===== config.mk =====
export PLATFORM = sky130hd
export DESIGN_NAME = fifo_timed_release
export DESIGN_NICKNAME = d
export VERILOG_FILES = /design/src/rtl/fifo_pkg.sv /design/src/rtl/fifo_entry_timer.sv /design/src/rtl/fifo_timed_release.sv
export SDC_FILE = /design/constraint.sdc
export NUM_CORES = 1
export LEC_CHECK = 0
export ABC_AREA = 0
export CORE_MARGIN = 2
export CORE_UTILIZATION = 50
export DETAILED_ROUTE_END_ITERATION = 8
export GPL_ROUTABILITY_DRIVEN = 1
export PLACE_DENSITY = 0.74
export SYNTH_ARGS = -nofsm -noshare
export SYNTH_HDL_FRONTEND = slang
export SYNTH_SLANG_ARGS = --single-unit

===== constraint.sdc =====
create_clock -name clk -period 3.2 [get_ports clk]
set_input_delay 0.64 -clock clk [delete_from_list [all_inputs] [get_ports clk]]
set_output_delay 0.64 -clock clk [all_outputs]
set_load 0.02 [all_outputs]

===== src/rtl/fifo_pkg.sv =====
// Shared sizing helpers and error-flag bit positions for the timed-release FIFO.
package fifo_pkg;

    localparam int unsigned ERR_OVF = 0;
    localparam int unsigned ERR_UDF = 1;
    localparam int unsigned ERR_W   = 2;

    // Occupancy needs one extra bit so that a full FIFO is representable.
    function automatic int unsigned cnt_width(input int unsigned depth);
        return $clog2(depth) + 1;
    endfunction

    function automatic int unsigned ptr_width(input int unsigned depth);
        return (depth > 1) ? $clog2(depth) : 1;
    endfunction

endpackage


===== src/rtl/fifo_entry_timer.sv =====
// One FIFO slot's release timer: deadline register, sticky mature bit, equality compare.
module fifo_entry_timer #(
    parameter int unsigned DELAY_WIDTH = 8
) (
    input  logic                   clk,
    input  logic                   rst_n,
    input  logic [DELAY_WIDTH-1:0] i_ts,
    input  logic                   i_wr,
    input  logic [DELAY_WIDTH-1:0] i_delay,
    input  logic                   i_pop,
    output logic                   o_ready_c
);

    logic [DELAY_WIDTH-1:0] r_deadline;
    logic                   r_mature;
    logic                   r_valid;
    logic                   w_hit;

    // Exact-match compare each cycle, so a deadline past the ts wrap is never skipped.
    assign w_hit     = (i_ts == r_deadline);
    assign o_ready_c = r_mature | w_hit;

    always_ff @(posedge clk or negedge rst_n) begin
        if (!rst_n) begin
            r_deadline <= '0;
            r_mature   <= 1'b0;
            r_valid    <= 1'b0;
        end else if (i_wr) begin
            r_deadline <= i_ts + i_delay;
            r_mature   <= (i_delay == '0);
            r_valid    <= 1'b1;
        end else if (i_pop) begin
            r_mature   <= 1'b0;
            r_valid    <= 1'b0;
        end else if (r_valid && !r_mature && w_hit) begin
            r_mature   <= 1'b1;
        end
    end

endmodule


===== src/rtl/fifo_timed_release.sv =====
// In-order FIFO whose words become readable only after a per-word release delay.
module fifo_timed_release import fifo_pkg::*; #(
    parameter int unsigned DATA_WIDTH  = 8,
    parameter int unsigned FIFO_DEPTH  = 16,
    parameter int unsigned DELAY_WIDTH = 8,
    parameter int unsigned AF_THRESH   = FIFO_DEPTH - 2
) (
    input  logic                             clk,
    input  logic                             rst_n,
    input  logic                             write_en,
    input  logic [DATA_WIDTH-1:0]            data_in,
    input  logic [DELAY_WIDTH-1:0]           delay_in,
    input  logic                             read_en,
    input  logic                             clear_err,
    output logic                             rd_ready,
    output logic [DATA_WIDTH-1:0]            data_out,
    output logic                             data_out_valid,
    output logic                             full,
    output logic                             empty,
    output logic                             almost_full,
    output logic [cnt_width(FIFO_DEPTH)-1:0] count,
    output logic                             overflow,
    output logic                             underflow
);

    localparam int unsigned PTR_W = ptr_width(FIFO_DEPTH);
    localparam int unsigned CNT_W = cnt_width(FIFO_DEPTH);

    logic [DELAY_WIDTH-1:0] r_ts;
    logic [PTR_W-1:0]       r_wr_ptr;
    logic [PTR_W-1:0]       r_rd_ptr;
    logic [CNT_W-1:0]       r_count;
    logic                   r_empty;
    logic                   r_full;
    logic                   r_af;
    logic [ERR_W-1:0]       r_err;
    logic [DATA_WIDTH-1:0]  r_dout;
    logic                   r_dv;
    logic [DATA_WIDTH-1:0]  r_mem [FIFO_DEPTH];

    logic [FIFO_DEPTH-1:0]  w_ready;
    logic                   w_rd_ready;
    logic                   w_rd_acc;
    logic                   w_wr_acc;
    logic [CNT_W-1:0]       w_count_nxt;
    logic [ERR_W-1:0]       w_err_nxt;

    // Only the head slot decides readiness; matured younger words wait behind it.
    assign w_rd_ready = ~r_empty & w_ready[r_rd_ptr];
    assign w_rd_acc   = read_en & w_rd_ready;
    assign w_wr_acc   = write_en & (~r_full | w_rd_acc);

    for (genvar i = 0; i < FIFO_DEPTH; i++) begin : g_slot
        fifo_entry_timer #(
            .DELAY_WIDTH (DELAY_WIDTH)
        ) u_timer (
            .clk       (clk),
            .rst_n     (rst_n),
            .i_ts      (r_ts),
            .i_wr      (w_wr_acc && (r_wr_ptr == PTR_W'(i))),
            .i_delay   (delay_in),
            .i_pop     (w_rd_acc && (r_rd_ptr == PTR_W'(i))),
            .o_ready_c (w_ready[i])
        );
    end

    always_comb begin
        w_count_nxt = r_count;
        if (w_wr_acc && !w_rd_acc) begin
            w_count_nxt = r_count + CNT_W'(1);
        end else if (!w_wr_acc && w_rd_acc) begin
            w_count_nxt = r_count - CNT_W'(1);
        end
    end

    // Clear wins over any same-cycle error event.
    always_comb begin
        w_err_nxt = r_err;
        if (clear_err) begin
            w_err_nxt = '0;
        end else begin
            if (write_en && r_full && !w_rd_acc) w_err_nxt[ERR_OVF] = 1'b1;
            if (read_en && !w_rd_ready)          w_err_nxt[ERR_UDF] = 1'b1;
        end
    end

    always_ff @(posedge clk or negedge rst_n) begin
        if (!rst_n) begin
            r_ts     <= '0;
            r_wr_ptr <= '0;
            r_rd_ptr <= '0;
            r_count  <= '0;
            r_empty  <= 1'b1;
            r_full   <= 1'b0;
            r_af     <= 1'b0;
            r_err    <= '0;
            r_dout   <= '0;
            r_dv     <= 1'b0;
        end else begin
            r_ts    <= r_ts + DELAY_WIDTH'(1);
            r_count <= w_count_nxt;
            r_empty <= (w_count_nxt == '0);
            r_full  <= (w_count_nxt == CNT_W'(FIFO_DEPTH));
            r_af    <= (w_count_nxt >= CNT_W'(AF_THRESH));
            r_err   <= w_err_nxt;
            r_dv    <= w_rd_acc;
            if (w_wr_acc) r_wr_ptr <= r_wr_ptr + PTR_W'(1);
            if (w_rd_acc) begin
                r_rd_ptr <= r_rd_ptr + PTR_W'(1);
                r_dout   <= r_mem[r_rd_ptr];
            end
        end
    end

    always_ff @(posedge clk) begin
        if (w_wr_acc) r_mem[r_wr_ptr] <= data_in;
    end

    assign rd_ready       = w_rd_ready;
    assign data_out       = r_dout;
    assign data_out_valid = r_dv;
    assign full           = r_full;
    assign empty          = r_empty;
    assign almost_full    = r_af;
    assign count          = r_count;
    assign overflow       = r_err[ERR_OVF];
    assign underflow      = r_err[ERR_UDF];

endmodule

Yosys cells after proc, flatten, opt, wreduce, memory -nomap -nowiden
Memories as Yosys holds them, arrays and structs flattened. A register that Yosys moved wholly into a read port is not among the register bits.
Index checks and enable logic that the tools add are counted.
Widths: inputs -> output; s select.
- memories: 1
- memory bits (read-only): 0
- input bits: 21
- output and inout bits: 20
- latch bits: 0
- flip-flop bits (word level): 187
- memory bits (writable): 128
- logic and storage cells: 352
- multiply operators: 0
- equal/unequal tests: 47
- magnitude comparators: 2
- bitwise operators: 22
- shifts and indexed selects: 0
- $add $sub $neg: 6
- multiplexer cells: 89
- reductions and logical operators: 127
- div/mod/pow operators: 0
- memory list (memory ; words ; width ; rd ports ; clocked after memory_dff ; write ports ; RTL line ; text):
    r_mem ; 16 ; 8 ; 1 ; 1 ; 1 ; fifo_timed_release.sv:39 ; logic [DATA_WIDTH-1:0] r_mem [FIFO_DEPTH];
- operator list (operator ; number):
    $eq 8x8->1 ; 16
    $mux 1 ; 85
    $logic_and 1x1->1 ; 69
    $eq 4x4->1 const B ; 16
    $reduce_bool 3->1 ; 16
    $reduce_bool 2->1 ; 18
    $eq 4x3->1 const B ; 8
    $logic_not 1->1 ; 20
    $or 1x1->1 ; 17
    $eq 4x2->1 const B ; 4
    $mux 5 ; 2
    $add 4x1->4 const B ; 2
    $add 8x1->8 const B ; 1
    $add 8x8->8 ; 1
    $eq 4x1->1 const B ; 2
    $logic_not 4->1 ; 2
    $logic_not 8->1 ; 1
    $add 5x1->5 const B ; 1
    $eq 5x5->1 const B ; 1
    $ge 5x4->1 const B ; 1
    $logic_not 5->1 ; 1
    $lt 4x5->1 const B ; 1
    $sub 5x1->5 const B ; 1
    $bmux 1 s4 ; 1
    other kinds (3) ; 6

Depth between registers and ports, before layout
Gate-level depths: netlist of the first run.
- depth in word-level cells: 13
- gate-level depth with buffers: 13
- gate-level depth less buffers: 10

Cells and area by module
Synthesis of the first run repeated with hierarchy kept, for this count alone.
- cell total of the unflattened synthesis: 1865
- area, all modules: 20230.7 sq um
- by module, submodules not included (module ; cells an instance ; seq. area each (sq um) ; area each (sq um) ; times used):
    fifo_entry_timer ; 91 ; 250.2 ; 835.8 ; 16
    fifo_timed_release ; 409 ; 4720.8 ; 6857.8 ; 1

Worst setup path after synthesis of the first run
Ideal clock, no wire load.
- path type: flip-flop to flip-flop
- from: register r_ts[0]
- to: register g_slot[4].u_timer.r_deadline[4]
- stages on the path, launching flop included: 14
- path slack: 341 ps
- period minus slack after synthesis: 2859 ps
- buffers on the path: 4
- required time: 3072 ps
- setup time: 128 ps
- arrival time: 2731 ps
- cells stage by stage: dfrtp_1 buf_6 buf_6 xnor2_1 nand2_1 o31ai_1 nand4_1 or3_4 nor2_8 o21ai_2 buf_6 nor3_4 buf_6 mux2_1
- word-level cells in the longest chain between the ends: 9
- elaborated cells between the ends (all ways): 40
- those cells by class: add/sub: 1; eq/ne: 16; mux: 2; bitwise: 20; reduce/logical: 1
- ends and longest elaborated chain (what ; RTL line ; text):
    start: declaration ; fifo_timed_release.sv:29 ; logic [DELAY_WIDTH-1:0] r_ts;
    start signal: assignment ; fifo_timed_release.sv:100 ; r_ts <= r_ts + DELAY_WIDTH'(1);
    $eq 8x8->1 ; fifo_entry_timer.sv:20 ; assign w_hit = (i_ts == r_deadline);
    $or 1x1->1 ; fifo_entry_timer.sv:21 ; assign o_ready_c = r_mature | w_hit;
    $bmux 1 s4 * ; fifo_timed_release.sv:49 ; assign w_rd_ready = ~r_empty & w_ready[r_rd_ptr];
    $mux 1 (implied by the code) * ; fifo_timed_release.sv:49 ;
    $and 1x1->1 * ; fifo_timed_release.sv:49 ;
    $and 1x1->1 * ; fifo_timed_release.sv:50 ; assign w_rd_acc = read_en & w_rd_ready;
    $or 1x1->1 * ; fifo_timed_release.sv:51 ; assign w_wr_acc = write_en & (~r_full | w_rd_acc);
    $and 1x1->1 * ; fifo_timed_release.sv:51 ;
    $logic_and 1x1->1 * ; fifo_timed_release.sv:60 ; .i_wr (w_wr_acc && (r_wr_ptr == PTR_W'(i))),
    net g_slot[4].u_timer.i_wr ; fifo_entry_timer.sv:8 ; input logic i_wr,
    end signal: assignment ; fifo_entry_timer.sv:29 ; r_deadline <= i_ts + i_delay;
    end: declaration ; fifo_entry_timer.sv:14 ; logic [DELAY_WIDTH-1:0] r_deadline;
Mark *: on every way through the listed nets, which the timed path passes. The rest lies on a longest branch. The select of a mux whose other input is x is not followed.
A chain may end at the register's enable or synchronous reset.

Worst setup path in the final report of the first run
- from: register r_ts[6]
- to: output port rd_ready
- word-level cells in the longest chain between the ends: 5
- elaborated cells between the ends (all ways): 35
- those cells by class: eq/ne: 16; mux: 2; bitwise: 17
- ends and longest elaborated chain (what ; RTL line ; text):
    $eq 8x8->1 ; fifo_entry_timer.sv:20 ;
    $or 1x1->1 ; fifo_entry_timer.sv:21 ;
    $bmux 1 s4 * ; fifo_timed_release.sv:49 ;
    $mux 1 (implied by the code) * ; fifo_timed_release.sv:49 ;
    $and 1x1->1 * ; fifo_timed_release.sv:49 ;
    end: declaration ; fifo_timed_release.sv:15 ; output logic rd_ready,
Every way passes the cells marked *; elsewhere a longest branch is shown, timed or not. The select of a mux whose other input is x is not followed.

==> results of run 1 <==
## where the power goes
| group | leakage (nW) | switching (W) | internal, W |
|---|---|---|---|
| Clock | 0.559 | 0.00161 | 0.00233 |
| Combinational | 3.11 | 0.00285 | 0.00330 |
| Sequential | 3.52 | 0.000986 | 0.00564 |
| Total | 7.19 | 0.00545 | 0.0113 |
## registers in the layout, summed over array words and instances (netlist names)
signal                     count
g_slot.u_timer.r_deadline    128
r_mem                        128
g_slot.u_timer.r_mature       16
g_slot.u_timer.r_valid        16
data_out                       8
r_ts                           8
count                          5
r_rd_ptr                       4
r_wr_ptr                       4
r_err                          2
almost_full                    1
data_out_valid                 1
empty                          1
full                           1
## layout make-up
class	instances	area, um^2
Fill cell	2159	11200
Sequential cell	323	8730
Multi-Input combinational cell	614	5950
Timing Repair Buffer	188	2010
Clock buffer	53	1040
Tap cell	390	488
Inverter	35	131
Clock inverter	12	93.8
## cells in the final DEF (no fill, tap or decap), types with 20 or more instances in the layout
master,count
a21oi_1,23
buf_12,34
nor2_1,20
mux4_2,40
nand4_1,36
mux2_2,85
nand2_1,25
nand3_1,23
buf_4,104
xnor2_1,130
clkbuf_16,39
clkdlybuf4s50_1,38
mux2_1,51
inv_1,35
dfrtp_1,192
edfxtp_1,128
## metal layers
| layer | vias to the layer above | part of all wire [%] | global-route usage, % | routed length (um) |
|---|---|---|---|---|
| met5 | - | 0 | 0 | 0 |
| met4 | 0 | 2.6 | 6.97 | 931 |
| met3 | 76 | 4.1 | 3.48 | 1480 |
| met2 | 241 | 51 | 40.0 | 18200 |
| met1 | 4785 | 42 | 30.4 | 15000 |
| li1 | 4088 | - | - | - |
## worst max path at each step
stage	from	end	slack, ns	cells past startpoint
floorplan	r_ts[0]$_DFF_PN0_	g_slot[4].u_timer.r_deadline[4]$_DFFE_PN0P_	0.34	13
global placement	r_ts[2]$_DFF_PN0_	rd_ready	-0.14	9
detailed placement	r_ts[2]$_DFF_PN0_	rd_ready	-0.14	9
CTS	r_ts[0]$_DFF_PN0_	rd_ready	-0.07	9
global route	r_ts[3]$_DFF_PN0_	rd_ready	-0.26	9
finish	r_ts[6]$_DFF_PN0_	rd_ready	-0.16	9
## synth_stat cells (2+ instances only)
cell	number	area, um^2
dfrtp_1	194	4850
xnor2_1	145	1270
edfxtp_1	128	3840
mux2_2	86	968
mux2_1	52	586
mux4_2	40	901
nand4_1	36	225
inv_1	35	131
nor2_1	26	97.6
a21oi_1	25	125
nand2_1	25	93.8
nand3_1	23	115
clkbuf_1	20	75.1
mux2i_1	19	190
a21o_1	18	135
ha_1	18	225
a31oi_1	16	100
buf_4	16	120
buf_6	16	180
buf_2	9	45.0
buf_1	8	30.0
o21ai_0	8	40.0
and3_1	7	43.8
nor3_1	6	30.0
nor3_4	6	97.6
nor4_1	6	37.5
or2_2	5	31.3
nor2_2	4	25.0
or3_1	4	25.0
xor2_1	4	35.0
nor2b_1	3	18.8
o21bai_1	3	22.5
o311ai_0	3	26.3
or4_1	3	22.5
and2_1	2	12.5
nand2b_1	2	12.5
nor4b_2	2	30.0
o31ai_1	2	15.0
## kinds of logic after synthesis
family / share of synthesized area (%)
simple gates: 6.38
flops: 58.1
compound gates: 3.69
mux: 17.6
fa+ha+maj: 1.63
xor+xnor: 8.69
buf+inv: 3.88
## repair_timing
| item | in CTS | in global routing |
|---|---|---|
| buffers inserted | 33 | 14 |
| pin swaps | 24 | 7 |
| gates resized for setup | 42 | 25 |
| hold buffers | 0 | 0 |
| gates cloned | 0 | 2 |
| setup endpoints to repair | 85 | 265 |
## critical path, cell delays in order (launching register included)
cell and delay (ns):
dfrtp_2 0.46, buf_6 0.16, xnor2_1 0.22, nand4_1 0.14, nor2_2 0.21, o311ai_1 0.14
a32o_2 0.30, or3_4 0.39, inv_1 0.06, buf_4 0.13
## stage by stage
step / hold slack [ns] / cell area (um^2) / utilization, % / setup slack, ns / TNS [ns]
after floorplan: 0.344 / 15000 / - / 0.341 / 0
after global placement: 0.459 / 16600 / 56.1 / -0.138 / -0.138
after detailed placement: 0.467 / 16600 / 56.1 / -0.138 / -0.332
after CTS: 0.185 / 18200 / 61.3 / -0.0653 / -0.0888
after global routing: 0.211 / 18400 / 62.2 / -0.262 / -28.08
final: 0.167 / 18400 / 62.2 / -0.163 / -1.04
==> flow_summary.json, run 1 <==
{
  "status": "finished, violations left",
  "violations": "negative setup slack",
  "cts_buffers": 36,
  "core_area_um2": 29600,
  "grt_max_degree": 78,
  "ys_ff_latch": 323,
  "areaGrowthSynthToFinish_pct": 22.8,
  "num_antenna_cells": 0,
  "die_w_um": 177,
  "skew_ns": 0.0197,
  "grt_pass1_vias": 9665,
  "required_ns": 2.56,
  "drt-vias-per-instance": 5.69,
  "post-dp-hpwl_mm": 22.8,
  "track_usage_pct": 23.2,
  "maxCapViolCount": 0,
  "slew_viol_final": 0,
  "wirelength_mm": 35.6,
  "post-place-cells": 1504,
  "rsz0062_at_grt": "true",
  "place.gp.congestion": 0.839,
  "rr_startpoint": "r_ts[7]$_DFF_PN0_",
  "drt_iter0_markers": 779,
  "fin_cells": 1615,
  "post-route-period-util_pct": 105,
  "tritoncts": "yes",
  "cp_max_fo": 4,
  "cts.path.max_buffers": 3,
  "drc": 0,
  "setup_viol": 43,
  "setup.worst_path.end_class": "output port",
  "synth_edf_count": 128,
  "root_buffer": "clkbuf_16",
  "clkLatencyLatePin_ns": 0.52,
  "first_pass_iters": 5,
  "max_freq_ghz": 0.297,
  "rrSetupSlack_ns": -0.14,
  "path_class": "reg2out",
  "nets": 1238,
  "critPathLaunchType": "register",
  "ys_types": 54,
  "r2r_cells": 22,
  "syn_area_um2": 15000,
  "clock-sinks": 323,
  "clkSlewWorstSetupHoldPaths_ns": 0.06,
  "drtAntennaViolNets": 0,
  "synthFlopType": "dfrtp_1",
  "hold_viol": 0,
  "synthArstFlopShare_pct": 60.4,
  "grt_pass1_wl_mm": 55.3,
  "wire_per_inst_um": 22.0,
  "gr-total-overflow": 0,
  "min_period_ns": 3.36,
  "seq_area_frac_synth_pct": 58.1,
  "dieHeight_um": 177,
  "power_w": 0.0167,
  "port_buffers": 40,
  "initial_core_util_pct": 50.7,
  "synth_fp_nets": 1081,
  "syn_inst": 1041,
  "hp-class": "in2async",
  "antenna_found_initial": 0,
  "layout-drive-gt1-share_pct": 31.5,
  "via_count": 9190,
  "worst_pin_slew_ns": 0.834,
  "htree_levels": 2,
  "vdd_drop_max_mv": 0.480,
  "avgSynthCellArea_um2": 14.4,
  "r2r_end": "g_slot[8].u_timer.r_mature$_DFFE_PN0P_",
  "ioPinCount": 41,
  "cp.arrival_ns": 2.72,
  "dieArea_um2": 31400,
  "p_per_area_nw_per_um2": 907,
  "relSlewSlack_pct": 44.4,
  "synth_warnings": 0,
  "placement_rows": 63,
  "cellLeakagePower_nw": 7.19,
  "timing.final.ws_setup_ns": -0.163
}
(Power assumes the default switching activity.)
==> run 2, diff against run 1 <==
- PLACE_DENSITY: 0.74 -> 0.64
==> run 2 against run 1 <==
  * The run still ends with negative setup slack left
  * First-iteration DRC count down 32%
  * Utilization up 2.5 points
  * Critical path depth up 6
  * Via count up 1.7%
  * Maximum frequency up 1.4%
  * Register-to-register slack better by 0.02 ns
  * Worst setup slack better by 0.047 ns
  * Critical endpoint is now g_slot[10].u_timer.r_deadline[6]$_DFFE_PN0P_
==> flow_summary.json, run 2 (synthesized netlist as in run 1, its figures left out) <==
{
  "htree_levels": 2,
  "path_class": "reg2reg",
  "rr_startpoint": "r_ts[4]$_DFF_PN0_",
  "clkLatencyLatePin_ns": 0.53,
  "via_count": 9345,
  "grt_pass1_vias": 9857,
  "first_pass_iters": 5,
  "core_area_um2": 29600,
  "final_core_util_pct": 64.7,
  "path_common_cell": "buf_12",
  "power.internal_w": 0.0114,
  "post-dp-hpwl_mm": 22.3,
  "cp.arrival_ns": 3.72,
  "cts_buffers": 36,
  "max_freq_ghz": 0.302,
  "placement_rows": 63,
  "critPathLaunchType": "register",
  "timing.final.ws_setup_ns": -0.115,
  "hold_viol": 0,
  "gr-total-overflow": 0,
  "tritoncts": "yes",
  "cts.path.max_buffers": 3,
  "setup_viol": 59,
  "areaGrowthSynthToFinish_pct": 27.7,
  "post-route-period-util_pct": 104,
  "top_regs": "g_slot.u_timer.r_deadline (128), r_mem (128)",
  "slowest_delay_ns": 0.45,
  "wirelength_mm": 36.5,
  "mostFrequentLayoutCells": "dfrtp_1 (189), buf_4 (147), edfxtp_1 (128)",
  "grt_max_degree": 71,
  "violations": "negative setup slack",
  "status": "finished, violations left",
  "hp-class": "in2async",
  "num_antenna_cells": 0,
  "layout-drive-gt1-share_pct": 37.2,
  "clkSlewWorstSetupHoldPaths_ns": 0.06,
  "min_period_ns": 3.32,
  "p_per_area_nw_per_um2": 882,
  "place.gp.congestion": 0.834,
  "pwr-share-seq_pct": 39.3,
  "clock-sinks": 323,
  "cellLeakagePower_nw": 7.60,
  "crit_start": "r_ts[4]$_DFF_PN0_",
  "wire_per_inst_um": 21.7,
  "switchingPower_w": 0.00552,
  "cts_hold_buffers": 0,
  "dieHeight_um": 177,
  "crit_chain": "buf_8 > buf_4 > xnor2_1 > nand4_1 > o21ai_1 > nand4_1 > or3_4 > nor2_8 > o21ai_4 > buf_12 > buf_12 > nor3_4 > buf_12 > buf_8 > mux2_4",
  "dieArea_um2": 31400,
  "drtAntennaViolNets": 0,
  "slew_viol_final": 0,
  "worst_pin_slew_ns": 0.826,
  "critical-path-slowest-cell": "or3_4",
  "setup.worst_path.end_class": "register",
  "grt_pass1_wl_mm": 55.9,
  "drc": 0,
  "nets": 1303,
  "maxCapViolCount": 0,
  "rsz0062_at_grt": "true",
  "p_clk_share_pct": 23.5,
  "drt_iter0_markers": 533,
  "cp_max_fo": 9,
  "swShare_pct": 32.7,
  "mostFrequentLayoutCell": "dfrtp_1",
  "track_usage_pct": 23.4,
  "port_buffers": 40,
  "root_buffer": "clkbuf_16",
  "relSlewSlack_pct": 44.9,
  "die_w_um": 177,
  "antenna_found_initial": 0,
  "skew_ns": 0.0228,
  "fin_cells": 1681,
  "drt-vias-per-instance": 5.56,
  "initial_core_util_pct": 50.7,
  "ioPinCount": 41,
  "p_comb_share_pct": 37.2,
  "post-place-cells": 1502,
  "vdd_drop_max_mv": 0.449,
  "required_ns": 3.60
}
==> run 2: power by group through the flow <==
stage | clock network, W | logic (W) | registers, W
finish | 0.00397 | 0.00629 | 0.00664
global route | 0.00422 | 0.00676 | 0.00680
CTS | 0.00405 | 0.00593 | 0.00659
detailed placement | 0 | 0.00554 | 0.00664
global placement | 0 | 0.00542 | 0.00659
floorplan | 0 | 0.00390 | 0.00645
==> run 2: worst max-delay path: cells and delay by family, from the launching register on <==
| family | cells | cell delay, ns |
|---|---|---|
| multiplexers | 1 | 0.30 |
| XOR/XNOR | 1 | 0.17 |
| AO/OA/AOI/OAI | 2 | 0.29 |
| buffers and inverters | 6 | 0.86 |
| flip-flops | 1 | 0.40 |
| AND/OR/NAND/NOR | 5 | 1.13 |
==> run 2: path summary, 6_finish.rpt <==
kind / endpoint / slack (ns) / depth (start not counted)
worst max-delay path: g_slot[10].u_timer.r_deadline[6]$_DFFE_PN0P_ / -0.12 / 15
worst min-delay path: g_slot[10].u_timer.r_mature$_DFFE_PN0P_ / 0.11 / 1
worst max register to register: g_slot[10].u_timer.r_deadline[6]$_DFFE_PN0P_ / -0.12 / 15
worst min register to register: g_slot[5].u_timer.r_valid$_DFFE_PN0P_ / 0.48 / 1
max in group asynchronous: g_slot[13].u_timer.r_valid$_DFFE_PN0P_ / 2.18 / 2
min in group clk: g_slot[5].u_timer.r_valid$_DFFE_PN0P_ / 0.48 / 1
==> run 2: what timing repair did <==
item                                    in CTS  in global routing
endpoints found under the setup margin      66                297
pin swaps                                   19                 34
gates cloned                                 2                  4
gates resized for setup                     49                 82
setup buffers                               70                 42
==> run 2: layout make-up <==
cell class | count | area, um^2
fill | 2187 | 10500
sequential | 323 | 8730
multi-input combinational | 614 | 6090
timing repair buffer | 253 | 2580
clock buffer | 47 | 992
tap | 390 | 488
clock inverter | 19 | 153
inverter | 35 | 131
==> run 2: layer usage <==
layer	track usage [%]	share of wire, %
met2	40.5	50
met3	3.07	3.5
met4	6.28	2.4
met1	31.1	44
met5	0	0
==> run 2: stage by stage <==
step	hold slack [ns]	worst slack (ns)	TNS, ns	power, W	area, um^2
2_1_floorplan	0.344	0.341	0	0.0103	15000
3_3_place_gp	0.460	-0.132	-0.132	0.0120	16500
3_5_place_dp	0.466	-0.130	-1.26	0.0122	16500
4_1_cts	0.128	-0.0553	-0.150	0.0166	18400
5_1_grt	0.143	-0.186	-9.87	0.0178	19200
6_report	0.111	-0.115	-2.32	0.0169	19200
